$ cat config.mk
export PLATFORM = sky130hd
export DESIGN_NAME = codec_responder
export DESIGN_NICKNAME = d
export VERILOG_FILES = /design/src/rtl/codec_pkg.sv /design/src/rtl/codec_responder_edge_sync.sv /design/src/rtl/codec_responder.sv
export SDC_FILE = /design/constraint.sdc
export NUM_CORES = 1
export LEC_CHECK = 0
export ABC_CLOCK_PERIOD_IN_PS = 5100
export BUFFER_PORTS_ARGS = -buffer_cell sky130_fd_sc_hd__buf_2
export CORE_ASPECT_RATIO = 1.1
export CORE_MARGIN = 10
export CORE_UTILIZATION = 56
export DETAILED_ROUTE_END_ITERATION = 7
export PLACE_DENSITY = 0.89
export SYNTH_ARGS = -nofsm -noshare
export SYNTH_HDL_FRONTEND = slang
export SYNTH_SLANG_ARGS = --single-unit
$ cat constraint.sdc
create_clock -name clk -period 5.1 [get_ports clk]
set_input_delay 0.255 -clock clk [delete_from_list [all_inputs] [get_ports clk]]
set_output_delay 0.255 -clock clk [all_outputs]
set_load 0.01 [all_outputs]
$ cat src/rtl/codec_pkg.sv
// codec_pkg: shared widths, clock dividers and responder state encoding
package codec_pkg;
  localparam int DATA_W_DFLT = 16;
  localparam int LRCLK_DIV = 1024;
  localparam int SCLK_DIV = 32;
  localparam int MCLK_DIV = 4;
  typedef enum logic [1:0] {IDLE, ALIGN, LEFT, RIGHT} codec_state_t;
endpackage

$ cat src/rtl/codec_responder_edge_sync.sv
// edge_sync: two-flop synchronizer with rise/fall pulses formed from both stages
module edge_sync (
  input  logic clk,
  input  logic rst,
  input  logic d_i,
  output logic q_o,
  output logic rise_o,
  output logic fall_o
);
  logic s1_q, s2_q;
  always_ff @(posedge clk) begin
    if (rst) begin
      s1_q <= 1'b0;
      s2_q <= 1'b0;
    end else begin
      s1_q <= d_i;
      s2_q <= s1_q;
    end
  end
  assign q_o = s2_q;
  assign rise_o = s1_q & ~s2_q;
  assign fall_o = ~s1_q & s2_q;
endmodule

$ cat src/rtl/codec_responder.sv
// codec_responder: codec-side serial port, SD_in -> DAC words, ADC words -> SD_out
module codec_responder
  import codec_pkg::*;
#(
  parameter int DATA_W = DATA_W_DFLT,
  parameter int MCLK_TIMEOUT = 16
) (
  input  logic              clk,
  input  logic              rst,
  input  logic              LRCLK,
  input  logic              SCLK,
  input  logic              MCLK,
  input  logic              RST_n,
  input  logic              SD_in,
  input  logic [DATA_W-1:0] adc_left,
  input  logic [DATA_W-1:0] adc_right,
  output logic              SD_out,
  output logic [DATA_W-1:0] dac_left,
  output logic [DATA_W-1:0] dac_right,
  output logic              dac_valid,
  output logic              frame_err
);
  localparam int CW = $clog2(DATA_W + 1);
  localparam int MW = $clog2(MCLK_TIMEOUT + 1);
  logic lr_rise, lr_fall, sc_rise, sc_fall, mc_rise, mc_fall, sd_s;
  logic lr_unused, sc_unused, mc_unused, sd_unused_rise, sd_unused_fall;
  logic [1:0] rstn_q;
  logic [MW-1:0] mclk_cnt_q;
  codec_state_t state_q;
  logic [DATA_W-1:0] tx_sr_q, rx_sr_q;
  logic [CW-1:0] bit_cnt_q;
  logic left_ok_q, done_q, commit_l_q, commit_r_q;
  logic mclk_ok, active, in_frame, lr_edge, full;
  edge_sync u_lr (.clk, .rst, .d_i(LRCLK), .q_o(lr_unused), .rise_o(lr_rise), .fall_o(lr_fall));
  edge_sync u_sc (.clk, .rst, .d_i(SCLK), .q_o(sc_unused), .rise_o(sc_rise), .fall_o(sc_fall));
  edge_sync u_mc (.clk, .rst, .d_i(MCLK), .q_o(mc_unused), .rise_o(mc_rise), .fall_o(mc_fall));
  edge_sync u_sd (.clk, .rst, .d_i(SD_in), .q_o(sd_s), .rise_o(sd_unused_rise), .fall_o(sd_unused_fall));
  assign mclk_ok = mclk_cnt_q < MW'(MCLK_TIMEOUT);
  assign active = rstn_q[1] & mclk_ok;
  assign in_frame = (state_q == LEFT) || (state_q == RIGHT);
  assign lr_edge = lr_rise | lr_fall;
  assign full = bit_cnt_q == CW'(DATA_W);
  // Completed words are committed one cycle after bit_cnt fills, then latched.
  always_ff @(posedge clk) begin
    if (rst) begin
      rstn_q <= '0;
      mclk_cnt_q <= '0;
      state_q <= IDLE;
      tx_sr_q <= '0;
      rx_sr_q <= '0;
      bit_cnt_q <= '0;
      left_ok_q <= 1'b0;
      done_q <= 1'b0;
      commit_l_q <= 1'b0;
      commit_r_q <= 1'b0;
      SD_out <= 1'b0;
      dac_left <= '0;
      dac_right <= '0;
      dac_valid <= 1'b0;
      frame_err <= 1'b0;
    end else begin
      rstn_q <= {rstn_q[0], RST_n};
      mclk_cnt_q <= (mc_rise | mc_fall) ? '0 : mclk_cnt_q + MW'(mclk_ok);
      dac_valid <= 1'b0;
      commit_l_q <= 1'b0;
      commit_r_q <= 1'b0;
      if (commit_l_q && active) dac_left <= rx_sr_q;
      if (commit_r_q && active) begin
        dac_right <= rx_sr_q;
        dac_valid <= left_ok_q;
      end
      if (!active) begin
        state_q <= IDLE;
        tx_sr_q <= '0;
        SD_out <= 1'b0;
        bit_cnt_q <= '0;
        left_ok_q <= 1'b0;
        done_q <= 1'b0;
      end else begin
        SD_out <= tx_sr_q[DATA_W-1];
        if (state_q == IDLE) state_q <= ALIGN;
        else if (lr_rise) begin
          state_q <= LEFT;
          tx_sr_q <= adc_left;
        end else if (lr_fall && in_frame) begin
          state_q <= RIGHT;
          tx_sr_q <= adc_right;
        end else if (sc_fall && in_frame) tx_sr_q <= {tx_sr_q[DATA_W-2:0], 1'b0};
        if (commit_l_q) left_ok_q <= 1'b1;
        if (lr_edge) begin
          bit_cnt_q <= '0;
          done_q <= 1'b0;
          if (in_frame && !full) frame_err <= 1'b1;
          if (lr_rise) left_ok_q <= 1'b0;
        end else if (in_frame && sc_rise) begin
          if (full) frame_err <= 1'b1;
          else begin
            rx_sr_q <= {rx_sr_q[DATA_W-2:0], sd_s};
            bit_cnt_q <= bit_cnt_q + CW'(1);
          end
        end
        if (in_frame && full && !done_q && !lr_edge) begin
          done_q <= 1'b1;
          commit_l_q <= state_q == LEFT;
          commit_r_q <= state_q == RIGHT;
        end
      end
    end
  end
endmodule

Word-level counts from Yosys, hierarchy flattened
Cells that the tools add are included.

Flip-flop bits (word level): 93. Logic and storage cells: 97. Output and inout bits: 35. Input bits: 39.

Order comparisons: 1. Bitwise operators: 21. Equality and inequality tests: 4. Muxes and demuxes: 15. Reduce and logical (&&, ||, !) cells: 30. Add/sub/neg operators: 2.

Operator list (number): $mux W16 (3); $not A1 Y1 (12); $mux W1 (10); $logic_and A1 B1 Y1 (9); $reduce_or A3 Y1 (3); $reduce_and A4 Y1 (2); $reduce_bool A2 Y1 (4); $and A1 B1 Y1 (7); $reduce_bool A3 Y1 (2); $reduce_or A2 Y1 (3); $add A5 B1 Y5 (1); $add A5 B1 Y5 const B (1); $eq A5 B5 Y1 const B (1); $lt A5 B5 Y1 const B (1); $eq A2 B2 Y1 const B (2); $mux W2 (2); $reduce_and A2 Y1 (2); $logic_not A1 Y1 (3); $logic_not A2 Y1 (1); $ne A2 B1 Y1 const B (1); $or A1 B1 Y1 (2); $logic_or A1 B1 Y1 (1).

Longest topological paths before layout
Depth after elaboration: 7. Gate-level depth with buffers: 9.

Modules after synthesis
A second synthesis with hierarchy kept.

Cell total of the unflattened synthesis: 427. Area, all modules: 3776.1 um2.

Modules (own cells, without submodules): codec_responder (area each 3515.9 um2, sequential area each 1701.6 um2, instances 1, cells an instance 403); edge_sync (area each 65.1 um2, sequential area each 40.0 um2, instances 4, cells an instance 6).

Worst setup path before layout
No wires, ideal clock.

Path type: reg2reg. Start point: register bit_cnt_q[0]. End point: register rx_sr_q[6]. Setup slack: 3.325 ns. Setup time: 0.128 ns. Data arrival time: 1.648 ns. Buffers on the path: 3. Cell stages (with the launch flop): 10. Period minus slack after synthesis: 1.775 ns. Path through: dfxtp_1 inv_1 ha_1 nor4bb_1 buf_4 nor4bb_4 buf_6 buf_12 mux2i_1 nor2_1.

Cells in the longest elaborated chain, start to end: 3.

RTL lines: from (decl) (line codec_responder.sv:31) `logic [CW-1:0] bit_cnt_q;`; from (signal assigned) (line codec_responder.sv:99) `bit_cnt_q <= bit_cnt_q + CW'(1);`; $eq A5 B5 Y1 (line codec_responder.sv:42) `assign full = bit_cnt_q == CW'(DATA_W);`; $not A1 Y1 (no line); $reduce_and A4 Y1 (no line); to (signal assigned) (line codec_responder.sv:98) `rx_sr_q <= {rx_sr_q[DATA_W-2:0], sd_s};`; to (decl) (line codec_responder.sv:30) `logic [DATA_W-1:0] tx_sr_q, rx_sr_q;`.

Every way passes these cells. A chain may end at the register's enable or synchronous reset.

Worst setup path in the final report
Start point: register u_lr.s2_q, in the netlist u_lr.q_o. End point: register tx_sr_q[0].

Cells in the longest elaborated chain, start to end: 4. Elaborated cells between the ends (all ways): 8. Classes of those cells: mux: 2; bitwise: 3; reduce/logical: 3.

RTL lines: from (decl) (line codec_responder_edge_sync.sv:10) `logic s1_q, s2_q;`; from (signal assigned) (line codec_responder_edge_sync.sv:17) `s2_q <= s1_q;`; $and A1 B1 Y1 or $not A1 Y1 (tied branches) (line codec_responder_edge_sync.sv:22, codec_responder_edge_sync.sv:21); $logic_and A1 B1 Y1 or $and A1 B1 Y1 (tied branches) (line codec_responder.sv:85, codec_responder_edge_sync.sv:21); $reduce_bool A3 Y1 (no line) or $mux W16 (tied branches); $reduce_and A2 Y1 (no line) or $mux W16 (tied branches); to (signal assigned) (line codec_responder.sv:84) `tx_sr_q <= adc_left;`; to (signal assigned) (line codec_responder.sv:87) `tx_sr_q <= adc_right;`; to (signal assigned) (line codec_responder.sv:88) `end else if (sc_fall && in_frame) tx_sr_q <= {tx_sr_q[DATA_W-2:0], 1'b0};`; to (decl) (line codec_responder.sv:30).

Several ways; a longest one is shown, not always the timed one.

==> impl_metrics.toml <==
[global_route]
grt_max_degree = 60
grt_antenna_before_repair = 0
grt.overflow.total = 0
grt_use_total = 0.158
grt_pass1_wl_mm = 13.9
grt_pass1_vias = 2936

[finish]
multi_input_area_mm2 = 0.00162
register_area_mm2 = 0.00186
area_growth_pct = 14.8
drive_above_1_share = 0.196
antennaDiodeCount = 0
fillers = 491
nets = 515

[worst_hold_path]
hp-class = "primary input to register"
whs_path_depth = 2
hp-start = "RST_n"
holdPathEnd = "rstn_q[0]$_SDFF_PP0_"

[worst_setup_path]
crit_type = "register to register"
critPathMaxStageDelay_ps = 650
end_kind = "register"
cp_max_fo = 32
rrSetupSlack_ps = 2820
crit_chain = "inv_1, ha_1, a21oi_1, a21o_1, a211oi_1, nor3_1"
cp_data_required_time_ps = 5350
worstReg2RegEnd = "tx_sr_q[0]$_SDFFE_PP0P_"
critical_path_buf_inv_count = 1
worst_setup_path_start_kind = "register"
cp_top_family = "compound AO/OA/AOI/OAI gates"
reg2reg_depth = 6
cp.arrival_ps = 2520
reg2reg_from = "u_lr.q_o$_SDFF_PP0_"
slowest_stage = "ha_1"

[route]
ant_nets = 0
avgRoutedWirePerCell_um = 14.9
avgViaCountPerCell = 5.52
drtIter0Drc = 161
wirelength_mm = 8.26
drtPass1Iterations = 4
via_count = 3061
drc = 0

[logic_synthesis]
synth_edf_count = 0
synth-simple-area-share = 0.215
synth_cells = 414
yosysWarnings = 0
syn-num-nets = 459
synth_compound_area_frac = 0.144
ys.flop_type = "dfxtp_1"
muxShareOfSynthArea = 0.0438
synth_xor_xnor_area_share = 0.0192
synthTopCellsByArea = "dfxtp_1, nand2_1, a21oi_1, mux2i_1, a211oi_1"
avgSynthCellArea_um2 = 8.84
synth_top_family_by_area = "simple AND/OR/NAND/NOR gates"
syn-cell-area_mm2 = 0.00366
synth_seq_area_share = 0.509
yosysTopAreaCell = "dfxtp_1"
async_flop_share = 0
yosys_register_bits = 93
synthAdderAreaFrac = 0.0205
synth.top_cell.area_share = 0.509
synth.distinct_cells = 37

[clock_tree]
clock_latency_ps = 360
numCtsBuffers = 9
htree_levels = 3
clk_path_buf_depth = 2
clock-sinks = 93
cts_hold_buf = 0
ctsRootBufferMaster = "clkbuf_8"
post_cts_buffers = 0
cts_tree = "yes"
cts_resized = 0
clk_pin_slew_ps = 90

[place]
pre_cts_slack_ps = 2710
hpwl_mm = 5.66
gp_congestion = 0.809
io_buffer_count = 73

[sta]
period_share = 0.447
skew_ps = 16.0
tightest_slew_ps = 958
setup_tns_ps = 0
maxSlewHeadroom = 0.362
finalHoldViolCount = 0
slew_viol_final = 0
rsz0062_at_grt = "false"
setup_viol = 0
max_freq_ghz = 0.439
period_minus_slack_ps = 2280
setup_slack_ps = 2820

[die]
die_x_um = 97.1
core-area_mm2 = 0.00627
rows = 30
io_pins = 74
initial_core_util = 0.584
dieArea_mm2 = 0.0102
die_h_um = 105

[power_and_ir_drop]
power-per-cell-area_mw_per_mm2 = 308
power_leakage_nw = 1.65
power_mw = 1.29
peakVddDrop_uv = 192

[flow_run]
cap_violations = 0

[run_status]
status = "finished clean"
-- cell usage after synthesis (all sizes together) (8+ instances only) --
library cell and count:
o21ai 17, o31ai 15, clkbuf 19, buf 11, a211oi 16, nor2b 10, nor2 31, and3 19
nand3 18, inv 8, mux2i 16, a21oi 35, nand2 73, dfxtp 93
-- layout make-up --
type | instances | share of cell area
Sequential cell | 93 | 0.443
Multi-Input combinational cell | 283 | 0.386
Timing Repair Buffer | 75 | 0.0906
Clock buffer | 9 | 0.0295
Tap cell | 80 | 0.0238
Clock inverter | 7 | 0.0200
Inverter | 8 | 0.00715
-- logic make-up (layout without fill, tap and decap cells) --
logic type	after synthesis	count (layout)
adder cells (fa/ha/maj)	6	6
AND/OR/NAND/NOR	166	166
buffers and inverters	38	99
multiplexers	16	16
flip-flops	93	93
XOR/XNOR	8	8
AO/OA/AOI/OAI	87	87
-- worst max path at each step --
| stage | start | to | slack (ps) | cells past startpoint |
|---|---|---|---|---|
| finish | u_lr.q_o$_SDFF_PP0_ | tx_sr_q[0]$_SDFFE_PP0P_ | 2820 | 6 |
| global route | u_lr.q_o$_SDFF_PP0_ | tx_sr_q[2]$_SDFFE_PP0P_ | 2600 | 6 |
| CTS | u_lr.q_o$_SDFF_PP0_ | tx_sr_q[0]$_SDFFE_PP0P_ | 2860 | 6 |
| detailed placement | rst | commit_r_q$_SDFF_PP0_ | 2710 | 5 |
| global placement | rst | commit_l_q$_SDFF_PP0_ | 2770 | 5 |
| floorplan | bit_cnt_q[0]$_SDFFE_PP0P_ | rx_sr_q[6]$_SDFFE_PP0P_ | 3320 | 9 |
-- cell usage in the layout, fill, tap and decap left out --
cell	n
and2b_1	1
a32o_1	1
nor3b_1	2
and2_1	3
mux2i_1	16
o31ai_1	15
nor2_1	31
and4b_1	1
dfxtp_1	93
buf_2	73
xor2_1	3
inv_2	1
xnor2_1	5
inv_6	4
nand2_1	73
nor4bb_4	1
clkinvlp_4	1
and3_1	19
ha_1	6
o21ai_0	17
a21oi_1	35
nand3_1	18
o22a_1	1
a211oi_1	16
nand3b_1	1
nor4bb_1	1
a21o_1	1
buf_4	2
nand4b_1	1
o22ai_1	1
inv_8	1
nor3_1	1
nor2b_1	10
nor4_1	2
clkbuf_8	9
bufinv_16	1
nand2b_1	1
inv_1	7
-- registers in the layout, indices dropped and copies added (netlist names), 2 cells and up --
| signal | count |
|---|---|
| dac_left | 16 |
| dac_right | 16 |
| rx_sr_q | 16 |
| tx_sr_q | 16 |
| bit_cnt_q | 5 |
| mclk_cnt_q | 5 |
| rstn_q | 2 |
| state_q | 2 |
-- worst register-to-register path: cells and delay by family, from the launching register on --
| kind | cells | cell delay [ps] |
|---|---|---|
| adders and majority gates | 1 | 650 |
| buffers and inverters | 1 | 50 |
| DFF | 1 | 330 |
| AOI/OAI and AO/OA | 3 | 1060 |
| and+or+nand+nor | 1 | 70 |
-- through the flow --
stage	std cells	util	area, um2	hold slack, ps
final	555	0.670	4200	101
after detailed placement	539	0.637	3990	423
after global routing	555	0.670	4200	107
after CTS	555	0.670	4200	90.7
after global placement	539	0.637	3990	426
after floorplan	414	-	3660	383
-- routing by layer --
| metal | GRT usage | share of wire | up-vias |
|---|---|---|---|
| met3 | 0.0375 | 0.066 | 13 |
| met5 | 0 | 0 | - |
| met1 | 0.195 | 0.44 | 1422 |
| met2 | 0.254 | 0.48 | 96 |
| li1 | - | - | 1530 |
| met4 | 0.0707 | 0.012 | 0 |
-- power breakdown --
part	switching (mW)	internal (mW)	total, mW
clock	0.273	0.237	0.510
sequential	0.00283	0.731	0.734
combinational	0.0282	0.0208	0.0490
(Power assumes the default switching activity.)
